### config.mk
export PLATFORM = sky130hd
export DESIGN_NAME = dmem_port_arbiter
export DESIGN_NICKNAME = d
export VERILOG_FILES = /design/src/rtl/dmem_port_arbiter.sv
export SDC_FILE = /design/constraint.sdc
export NUM_CORES = 1
export LEC_CHECK = 0
export CORE_MARGIN = 2
export CORE_UTILIZATION = 30
export DETAILED_ROUTE_END_ITERATION = 7
export GPL_TIMING_DRIVEN = 0
export PLACE_DENSITY = 0.77
export SETUP_SLACK_MARGIN = 0.4
export SYNTH_ARGS = -nofsm -noshare
export SYNTH_HDL_FRONTEND = slang
export SYNTH_SLANG_ARGS = --single-unit
### constraint.sdc
create_clock -name clk -period 1.5 [get_ports clk]
set_input_delay 0.225 -clock clk [delete_from_list [all_inputs] [get_ports clk]]
set_output_delay 0.225 -clock clk [all_outputs]
set_load 0.1 [all_outputs]
### src/rtl/dmem_port_arbiter.sv
// Two-port arbiter in front of the single-port data memory.
// Port A is the core MEM stage and port B is the debug/loader port.
// At most one request is granted per cycle, and the grant is combinational.
// Read data returns to the winning port one cycle after its grant.
// Port B can lock the memory for bursts.
module dmem_port_arbiter #(
  parameter int DM_ADDRESS = 9,
  parameter int DATA_W     = 32
) (
  input  logic                  clk,
  input  logic                  rst_n,
  input  logic                  a_req,
  input  logic                  a_we,
  input  logic [DM_ADDRESS-1:0] a_addr,
  input  logic [DATA_W-1:0]     a_wdata,
  input  logic [2:0]            a_funct3,
  output logic                  a_gnt,
  output logic                  a_rvalid,
  output logic [DATA_W-1:0]     a_rdata,
  input  logic                  b_req,
  input  logic                  b_we,
  input  logic                  b_lock,
  input  logic [DM_ADDRESS-1:0] b_addr,
  input  logic [DATA_W-1:0]     b_wdata,
  input  logic [2:0]            b_funct3,
  output logic                  b_gnt,
  output logic                  b_rvalid,
  output logic [DATA_W-1:0]     b_rdata,
  output logic                  mem_read,
  output logic                  mem_write,
  output logic [DM_ADDRESS-1:0] mem_addr,
  output logic [DATA_W-1:0]     mem_wdata,
  output logic [2:0]            mem_funct3,
  input  logic [DATA_W-1:0]     mem_rdata
);

  typedef enum logic {ARB, LOCK_B} state_t;

  state_t state_reg, state_next;
  // last_b_reg = 1: B won the last contested cycle, so A wins the next one.
  logic   last_b_reg, last_b_next;

  // Grant decision and next state. Everything is forced idle while reset is low.
  always_comb begin
    a_gnt       = 1'b0;
    b_gnt       = 1'b0;
    state_next  = state_reg;
    last_b_next = last_b_reg;
    if (rst_n) begin
      case (state_reg)
        ARB: begin
          if (a_req && b_req) begin
            a_gnt       = last_b_reg;
            b_gnt       = ~last_b_reg;
            last_b_next = ~last_b_reg;
          end else begin
            a_gnt = a_req;
            b_gnt = b_req;
          end
          if (b_gnt && b_lock) begin
            state_next = LOCK_B;
          end
        end
        LOCK_B: begin
          b_gnt = b_req;
          // Release on an unlocked access (which is still granted) or on an idle cycle.
          if (!b_req || !b_lock) begin
            state_next  = ARB;
            last_b_next = 1'b1;
          end
        end
        default: begin
          state_next = ARB;
        end
      endcase
    end
  end

  // Steer the winning port's fields onto the memory pins. The buses are zero when nothing is granted.
  always_comb begin
    mem_read   = 1'b0;
    mem_write  = 1'b0;
    mem_addr   = '0;
    mem_wdata  = '0;
    mem_funct3 = 3'b000;
    if (a_gnt) begin
      mem_read   = ~a_we;
      mem_write  = a_we;
      mem_addr   = a_addr;
      mem_wdata  = a_wdata;
      mem_funct3 = a_funct3;
    end else if (b_gnt) begin
      mem_read   = ~b_we;
      mem_write  = b_we;
      mem_addr   = b_addr;
      mem_wdata  = b_wdata;
      mem_funct3 = b_funct3;
    end
  end

  // FSM state and round-robin pointer.
  always_ff @(posedge clk or negedge rst_n) begin
    if (!rst_n) begin
      state_reg  <= ARB;
      last_b_reg <= 1'b1;
    end else begin
      state_reg  <= state_next;
      last_b_reg <= last_b_next;
    end
  end

  // Capture read data for the granted port. rdata holds until that port reads again.
  always_ff @(posedge clk or negedge rst_n) begin
    if (!rst_n) begin
      a_rvalid <= 1'b0;
      b_rvalid <= 1'b0;
      a_rdata  <= '0;
      b_rdata  <= '0;
    end else begin
      a_rvalid <= a_gnt & ~a_we;
      b_rvalid <= b_gnt & ~b_we;
      if (a_gnt && !a_we) begin
        a_rdata <= mem_rdata;
      end
      if (b_gnt && !b_we) begin
        b_rdata <= mem_rdata;
      end
    end
  end

endmodule

### After elaboration in Yosys (flattened, before gate mapping)

Cells that the tools add are included.

| cells by class | value |
|---|---|
| bitwise gates (word level) | 6 |
| equality and inequality tests | 2 |
| mux-type cells | 24 |
| reductions and logical operators | 10 |

Operator list:

| kind | count |
|---|---|
| 2-to-1 mux 32 bit | 2 |
| 2-to-1 mux 9 bit | 2 |
| 2-to-1 mux 1 bit | 15 |
| 2-to-1 mux 3 bit | 2 |
| case mux 1 bit (2 select lines) | 3 |
| logical AND 1 bit | 4 |
| zero test 1 bit | 4 |
| NOT 1 bit | 4 |
| AND reduction 3 bit | 1 |
| AND 1 bit | 2 |
| inequality test 2 x 1 -> 1 bit, second input constant | 1 |
| inequality test 2 bit, second input constant | 1 |
| logical OR 1 bit | 1 |

| word-level totals | value |
|---|---|
| logic and storage cells | 48 |
| bits in registers | 68 |
| output and inout bits | 114 |
| bits of input ports | 127 |

### Longest topological paths before layout

Gate-level depths: netlist (run 1).

| logic depth | value |
|---|---|
| depth after elaboration | 8 |
| depth in mapped cells | 5 |

### Least setup slack after synthesis (run 1)

Ideal clock, no wire load.

| timing path | value |
|---|---|
| path kind | register -> output |
| start | register state_reg |
| end | output port mem_wdata[22] |
| arrival | 2.580 ns |
| stages on the path, launching flop included | 5 |
| slack | -1.305 ns |
| data required time | 1.275 ns |
| cell sequence | dfrtp_1 > nand3b_1 > and3_1 > clkbuf_1 > a22o_1 |

| between the ends | value |
|---|---|
| cells in the longest elaborated chain, start to end | 5 |

Ends and longest elaborated chain:

| item | line | source |
|---|---|---|
| start: declaration | 39 | `state_t state_reg, state_next;` |
| start signal: assignment | 107 | `state_reg <= state_next;` |
| NOT 1 bit | -- |  |
| case mux 1 bit (2 select lines) (*) | 50 | `case (state_reg)` |
| 2-to-1 mux 1 bit (*) | 49 | `if (rst_n) begin` |
| via b_gnt | 26 | `output logic b_gnt,` |
| 2-to-1 mux 32 bit (*) | 92 | `end else if (b_gnt) begin` |
| 2-to-1 mux 32 bit (*) | 86 | `if (a_gnt) begin` |
| end: declaration | 32 | `output logic [DATA_W-1:0] mem_wdata,` |

Mark *: on every way through the listed nets, which the timed path passes. The rest lies on a longest branch.

### Worst setup path in the final report (run 1)

| timing path | value |
|---|---|
| start | register last_b_reg |
| end | output port mem_wdata[31] |

| between the ends | value |
|---|---|
| cells in the longest elaborated chain, start to end | 8 |

Ends and longest elaborated chain:

| item | line | source |
|---|---|---|
| start: declaration | 41 | `logic last_b_reg, last_b_next;` |
| start signal: assignment | 108 | `last_b_reg <= last_b_next;` |
| NOT 1 bit | 54 | `b_gnt = ~last_b_reg;` |
| 2-to-1 mux 1 bit | 52 | `if (a_req && b_req) begin` |
| 2-to-1 mux 1 bit | 50 |  |
| 2-to-1 mux 1 bit | 49 |  |
| case mux 1 bit (2 select lines) | 50 |  |
| 2-to-1 mux 1 bit | 49 |  |
| 2-to-1 mux 32 bit | 92 |  |
| 2-to-1 mux 32 bit (*) | 86 |  |

Every way passes the cells marked *; elsewhere a longest branch is shown, timed or not. The select of a mux whose other input is x is not followed.

==> flow_summary.toml, run 1 <==
[sta]
fin_ws_ps = -673
setup_viol = 112
worstMarginPinSlew_ps = 532
fin_crit_sh = 1.45
fin_skew_ps = 7.04
finalHoldViolCount = 67
fin_crit_ps = 2170
slew_headroom = 0.646
worst_hold_slack_ps = -141
fmax_mhz = 460
rsz0062_at_grt = "true"
slew_violations = 0
fin_tns_setup_ps = -55930

[clock_network]
htreeDepth = 3
ctsRootBufferMaster = "clkbuf_8"
numCtsBuffers = 9
clockBufferDepth = 2
cts_sinks = 68
path_clk_slew_ps = 70
clock_latency_ps = 320
tritoncts = "built"

[drt]
drt-initial-drc-count = 118
vias_per_cell = 4.94
drc = 0
wl_per_cell_um = 24.6
firstDrtPassIters = 4
antenna_left = 0
num_vias = 3203
wl_um = 15900

[floorplanning]
dieWidth_um = 105
initial_core_util = 0.311
rows = 36
die-area_sq_um = 11000
pin_count = 241
fp.dieH_um = 105
core_sq_um = 9820

[setup_path]
start_kind = "register"
crit_chain = "and2b_2 -> nor2_4 -> buf_4 -> buf_16 -> a22o_2 -> buf_12"
crit_start = "last_b_reg$_DFFE_PN1P_"
critical_path.slowest_cell = "dfstp_2"
critical_path_class = "register to primary output"
worstPathRequired_ps = 1270
max_stage_delay_ps = 550
cp.arrival_ps = 1950
rr_startpoint = "last_b_reg$_DFFE_PN1P_"
cp-end-kind = "primary output"
critPathMaxFanout = 4

[synth]
synth_async_sr_flop_share = 1.00
synth_top_area_cell = "dfrtp_1"
synth_edf_count = 0
synth_commonest_cells = "dfrtp_1 (67), mux2_2 (62), a22o_1 (46)"
synth_cell_type_count = 23
yosys-top-cells-area = "dfrtp_1 (55%), mux2_2 (23%), a22o_1 (13%)"
synth.most_common_cell = "dfrtp_1"
synth_top_area_frac = 0.549
synth-seq-cells = 68
syn_nets = 335
synth_seq_area_share = 0.558
syn_area_sq_um = 3050
synth-main-ff-cell = "dfrtp_1"
synthCells = 208
synth-warning-count = 0
syn_avg_cell_area_sq_um = 14.7

[cells_and_area]
area_delta_synth_final_pct = 172
drive_gt1_frac = 0.735
top_regs = "a_rdata x32, b_rdata x32"
multiInputGateArea_sq_um = 1750
final.fill_count = 468
nets = 636
fin_cells = 648
seq_area_sq_um = 1790

[place]
hpwl_um = 8900
dp.cells = 581
place.gp.congestion = 0.836
io_buffers = 240

[run]
cap_violations = 0

[pwr]
irDropWorstVdd_v = 0.00179
powerDensity_nw_per_um2 = 1730
p_total_mw = 14.4
leakagePower_nw = 3.60

[grt]
grt_pass1_wl_um = 20700
antenna_found_initial = 2
grt.total_usage = 0.245
grt_max_degree = 74
grt-ovfl-total = 0
grt_pass1_vias = 3427

[hold_path]
hp-class = "input pin to async pin"

[outcome]
failed_checks = "hold timing, setup timing"
status = "complete, but fails checks"
where the power goes:
group	switching [mW]	internal, mW
registers	0.640	2.49
logic	6.02	3.93
clock network	0.638	0.678
through the flow:
stage | utilization | instance area (sq um) | setup WS, ps
after floorplan | - | 3560 | -272
after global placement | 0.624 | 6120 | -4000
after detailed placement | 0.623 | 6120 | -1830
after CTS | 0.775 | 7610 | -616
after global routing | 0.846 | 8300 | -724
final | 0.846 | 8300 | -673
cell type report:
type,instances,share of cell area
flip-flops and latches,68,0.215
well taps,133,0.0200
plain buffers,16,0.0322
repair buffers,290,0.501
multi-input cells,123,0.210
inverters,1,0.000452
diodes,2,0.000603
clock buffers,13,0.0191
clock inverters,2,0.00121
critical path, delay by kind of cell, from the launching register on:
kind	cells	cell delay, ps
compound gates	1	170
buf+inv	3	450
flops	1	550
simple gates	2	440
path summary, 6_finish.rpt:
kind | to | slack [ps] | cells after the start
setup reg to reg | a_rdata[5]$_DFFE_PN0P_ | -550 | 8
hold reg to reg | b_rdata[21]$_DFFE_PN0P_ | 560 | 1
hold / removal | b_rdata[23]$_DFFE_PN0P_ | -140 | 1
min in group clk | state_reg$_DFFE_PN0P_ | 490 | 3
max in group asynchronous | a_rdata[13]$_DFFE_PN0P_ | 1230 | 1
setup / recovery | mem_wdata[31] | -670 | 6
cell usage in the layout, fill, tap and decap left out, types with 2 or more instances in the layout:
cell type / count
clkdlybuf4s50_1: 124
buf_12: 123
dfrtp_2: 66
a22o_4: 42
mux2_4: 33
mux2_2: 31
buf_4: 22
buf_6: 17
buf_8: 13
clkbuf_8: 11
buf_16: 5
a22o_2: 3
diode_2: 2
clkbuf_1: 2
clkinv_2: 2
kinds of logic (layout without fill, tap and decap cells):
family          Yosys count  in the layout  synth area share
compound gates           49             49             0.139
buf+inv                  17            322            0.0381
flops                    68             68             0.558
mux                      64             64             0.236
other cells               0              2                 0
simple gates             10             10            0.0287
metal layers:
metal	GRT usage	up-vias	wire, um
met5	0	-	0
met4	0.0867	0	823
met3	0.0961	51	1430
met2	0.449	159	8430
met1	0.251	1602	5250
li1	-	1391	-
what timing repair did:
item,CTS,global route
gates resized for setup,1012,110
setup endpoints to repair,182,182
setup buffers,17,27
pin swaps,3,5
gates cloned,5,1
hold endpoints to repair,67,67
Power figures use the tool's default switching activity.
==> inputs of run 2 (changes only) <==
Settings changed: CORE_UTILIZATION 30 to 33, PLACE_DENSITY 0.77 to 0.8.
Clock period 1.5 ns to 2 ns, I/O delays scaled along.
==> flow_summary.toml, run 2 (synthesized netlist as in run 1, its figures left out) <==
[clock_network]
cts_sinks = 68
clock_latency_ps = 350
numCtsBuffers = 9
htreeDepth = 3
tritoncts = "built"
ctsRootBufferMaster = "clkbuf_8"
clockBufferDepth = 2
path_clk_slew_ps = 80

[drt]
num_vias = 3116
vias_per_cell = 5.09
drc = 0
antenna_left = 0
firstDrtPassIters = 4
drt-initial-drc-count = 78
wl_um = 15000
wl_per_cell_um = 24.5

[grt]
grt_pass1_vias = 3497
grt_pass1_wl_um = 19100
grt-ovfl-total = 0
grt.total_usage = 0.253
grt_max_degree = 74
antenna_found_initial = 0

[floorplanning]
core_sq_um = 9110
die-area_sq_um = 10000
rows = 35
initial_core_util = 0.335
fp.dieH_um = 100
pin_count = 241
dieWidth_um = 100

[cells_and_area]
fin_cells = 612
utilization = 0.843
top_regs = "a_rdata x32, b_rdata x32"
nets = 624
area_delta_synth_final_pct = 152
final_cell_mix = "clkdlybuf4s50_1 (125), dfrtp_1 (67), mux2_4 (64)"
final_common_cell = "clkdlybuf4s50_1"
drive_gt1_frac = 0.599
antenna_cells = 0

[sta]
fin_tns_setup_ps = -13150
fmax_mhz = 434
fin_crit_ps = 2300
slew_headroom = 0.622
fin_ws_ps = -304
worst_hold_slack_ps = -103
slew_violations = 0
finalHoldViolCount = 67
worstMarginPinSlew_ps = 569
fin_skew_ps = 9.59
setup_viol = 47
rsz0062_at_grt = "true"
fin_crit_sh = 1.15

[setup_path]
worstPathRequired_ps = 1700
cp-end-kind = "primary output"
cp.arrival_ps = 2000
start_kind = "register"
crit_start = "last_b_reg$_DFFE_PN1P_"
critPathMaxFanout = 7
rr_startpoint = "last_b_reg$_DFFE_PN1P_"
critical_path_class = "register to primary output"

[place]
hpwl_um = 8600
place.gp.congestion = 0.731
io_buffers = 240
dp.cells = 559

[pwr]
irDropWorstVdd_v = 0.000724
powerDensity_nw_per_um2 = 1270
leakagePower_nw = 3.47

[run]
cap_violations = 0

[outcome]
status = "complete, but fails checks"
failed_checks = "hold timing, setup timing"

[hold_path]
hp-class = "input pin to async pin"
run 2: cell count changes in the layout (fill, tap and decap cells not counted), sizes merged:
cell	delta
buf	-71
clkdlybuf4s15	+21
clkbuf	+2
clkdlybuf4s50	+1
inv	+1
clkdlybuf4s18	+32
diode	-2
clkinvlp	+2
clkinv	-1
bufinv	+2
dlygate4sd2	-1
run 2: area by class of cell:
cell class | count | area (sq um)
Fill cell | 427 | 1430
Inverter | 1 | 3.75
Buffer | 16 | 255
Tap cell | 111 | 139
Clock buffer | 9 | 124
Sequential cell | 68 | 1700
Multi-Input combinational cell | 123 | 1880
Timing Repair Buffer | 278 | 3490
Clock inverter | 6 | 88.8
run 2: per-layer routing:
layer / share of wire / track usage / routed length (um) / vias up
met1: 0.34 / 0.260 / 5110 / 1555
met5: 0 / 0 / 0 / -
met2: 0.56 / 0.487 / 8350 / 159
met3: 0.070 / 0.0745 / 1050 / 34
li1: - / - / - / 1368
met4: 0.032 / 0.0822 / 478 / 0
run 2: path summary, 6_finish.rpt:
kind | endpoint | depth (start not counted) | slack [ps]
min | a_rdata[5]$_DFFE_PN0P_ | 1 | -100
max in group asynchronous | b_rdata[19]$_DFFE_PN0P_ | 1 | 1700
min reg2reg | a_rdata[10]$_DFFE_PN0P_ | 1 | 510
max reg2reg | a_rdata[20]$_DFFE_PN0P_ | 7 | 70
max | mem_wdata[28] | 7 | -300
min in group clk | a_rdata[10]$_DFFE_PN0P_ | 1 | 510
run 2: power breakdown:
group / leakage (nW) / switching, mW / internal [mW] / total, mW
Sequential: 0.810 / 0.258 / 1.79 / 2.05
Combinational: 2.56 / 4.49 / 1.96 / 6.45
Clock: 0.102 / 0.544 / 0.697 / 1.24
Total: 3.47 / 5.29 / 4.45 / 9.74
run 2: timing repair:
action / CTS / global route
endpoints found under the setup margin: 179 / 157
hold endpoints to repair: 67 / 67
pin swaps: 4 / 4
cloned: 5 / 7
resized for setup: 703 / 117
setup buffers: 17 / 9
run 2: worst max-delay path: stages, from the launching register on:
cell,delay [ps]
dfstp_2,560
and2b_2,270
nor2_4,130
buf_12,140
buf_8,120
clkbuf_16,140
a22o_4,130
buf_12,160
run 2: stage by stage:
step                power (mW)  hold slack (ps)  cell area (sq um)  setup slack, ps
CTS                       9.49            -78.6               7330             -284
global placement          7.76              470               5980            -3700
detailed placement        7.83              487               5970            -1570
floorplan                 6.33             4.41               3430              153
global route              9.99            -72.3               7680             -375
finish                    9.74             -103               7680             -304
==> inputs of run 3 (changes only) <==
Settings changed: CORE_UTILIZATION 33 to 36, PLACE_DENSITY 0.8 to 0.87.
Clock period 2 ns to 2.83 ns, I/O delays scaled along.
==> flow_summary.toml, run 3 (synthesized netlist as in run 1, its figures left out) <==
[drt]
vias_per_cell = 4.97
drt-initial-drc-count = 69
firstDrtPassIters = 4
wl_um = 11000
wl_per_cell_um = 19.2
antenna_left = 0
drc = 0
num_vias = 2841

[sta]
fin_skew_ps = 6.92
slew_headroom = 0.319
setup_viol = 0
slew_violations = 0
finalHoldViolCount = 5
fin_crit_sh = 0.851
rsz0062_at_grt = "true"
worstMarginPinSlew_ps = 1020
fin_crit_ps = 2410
worst_hold_slack_ps = -5.27
fmax_mhz = 415

[grt]
grt_pass1_vias = 2853
grt-ovfl-total = 0
antenna_found_initial = 0
grt_max_degree = 74
grt_pass1_wl_um = 15100
grt.total_usage = 0.218

[clock_network]
htreeDepth = 3
ctsRootBufferMaster = "clkbuf_8"
clockBufferDepth = 2
cts_sinks = 68
numCtsBuffers = 9
clock_latency_ps = 330
path_clk_slew_ps = 80
ctsHoldBuffers = 0
tritoncts = "built"

[pwr]
leakagePower_nw = 2.57
p_seq_frac = 0.223
switching_share = 0.561
p_int_mw = 2.78
p_total_mw = 6.32
pwr-share-clk = 0.132
irDropWorstVdd_v = 0.000807
switchingPower_mw = 3.54
powerDensity_nw_per_um2 = 1050
pwr-share-comb = 0.645

[floorplanning]
initial_core_util = 0.371
core_sq_um = 8220
die-area_sq_um = 9230
pin_count = 241
fp.dieH_um = 96.1
rows = 33
dieWidth_um = 96.1

[setup_path]
critical_path_class = "register to primary output"
critPathMaxFanout = 10
rr_startpoint = "last_b_reg$_DFFE_PN1P_"
start_kind = "register"
cp.arrival_ps = 1990
cp-end-kind = "primary output"
crit_start = "last_b_reg$_DFFE_PN1P_"
worstPathRequired_ps = 2410

[cells_and_area]
top_regs = "a_rdata x32, b_rdata x32"
nets = 589
final_cell_mix = "clkdlybuf4s50_1 (189), dfrtp_1 (67), mux2_2 (62)"
utilization = 0.732
final_common_cell = "clkdlybuf4s50_1"
drive_gt1_frac = 0.349
final.fill_count = 545
antenna_cells = 0
area_delta_synth_final_pct = 97.1

[place]
io_buffers = 240
place.gp.congestion = 0.770
hpwl_um = 8380

[hold_path]
hp-class = "input pin to async pin"

[outcome]
status = "complete, but fails checks"
failed_checks = "hold timing"

[run]
cap_violations = 0
-- run 3: metal layers --
layer  vias up  wire length [um]  track usage
li1       1297                 -            -
met1      1391              4200        0.266
met2       136              5600        0.368
met3        17              1070       0.0807
met4         0               120       0.0464
met5         -                 0            0
-- run 3: power by group through the flow --
stage | Clock (mW) | Sequential, mW | Combinational [mW]
5_1_grt | 0.899 | 1.44 | 4.17
4_1_cts | 0.855 | 1.41 | 4.05
2_1_floorplan | 0 | 3.50 | 0.887
3_3_place_gp | 0 | 1.41 | 3.98
6_report | 0.836 | 1.41 | 4.08
3_5_place_dp | 0 | 1.43 | 4.00
-- run 3: per-stage QoR --
stage / hold WS [ps] / setup slack (ps) / instances / area (sq um) / setup TNS, ps
after global routing: 6.05 / 370 / 572 / 6010 / 0
final: -5.27 / 420 / 572 / 6010 / 0
after CTS: 62.1 / 355 / 571 / 5900 / 0
after floorplan: 129 / 407 / 208 / 3070 / 0
after detailed placement: 475 / -953 / 553 / 5600 / -42060
after global placement: 471 / -3020 / 553 / 5600 / -321210
-- run 3: critical path, cell delays in order, from the launching register on --
cell and delay, ps:
dfstp_2 550, and2b_2 280, nor2_4 180, buf_4 200
a22o_1 240, buf_12 200
-- run 3: cell type report --
| type | count | area [sq um] | area share |
|---|---|---|---|
| Buffer | 16 | 148 | 0.0245 |
| Clock buffer | 11 | 151 | 0.0252 |
| Clock inverter | 5 | 58.8 | 0.00978 |
| Inverter | 1 | 3.75 | 0.000624 |
| Multi-Input combinational cell | 124 | 1270 | 0.212 |
| Sequential cell | 68 | 1700 | 0.283 |
| Tap cell | 105 | 131 | 0.0218 |
| Timing Repair Buffer | 242 | 2550 | 0.423 |
-- run 3: repair_timing --
| item | CTS | global route |
|---|---|---|
| pin swaps | 2 | 1 |
| resized for setup | 338 | 34 |
| endpoints found under the setup margin | 48 | 47 |
| gates cloned | 1 | 0 |
| buffers inserted | 1 | 1 |
-- run 3: path summary, 6_finish.rpt --
path / endpoint / slack, ps / cells past startpoint
max: mem_addr[0] / 420 / 5
min: a_rdata[17]$_DFFE_PN0P_ / -5 / 1
max reg2reg: a_rdata[20]$_DFFE_PN0P_ / 960 / 5
min reg2reg: a_rdata[8]$_DFFE_PN0P_ / 490 / 1
max in group asynchronous: last_b_reg$_DFFE_PN1P_ / 2500 / 1
min in group clk: last_b_reg$_DFFE_PN1P_ / 460 / 4
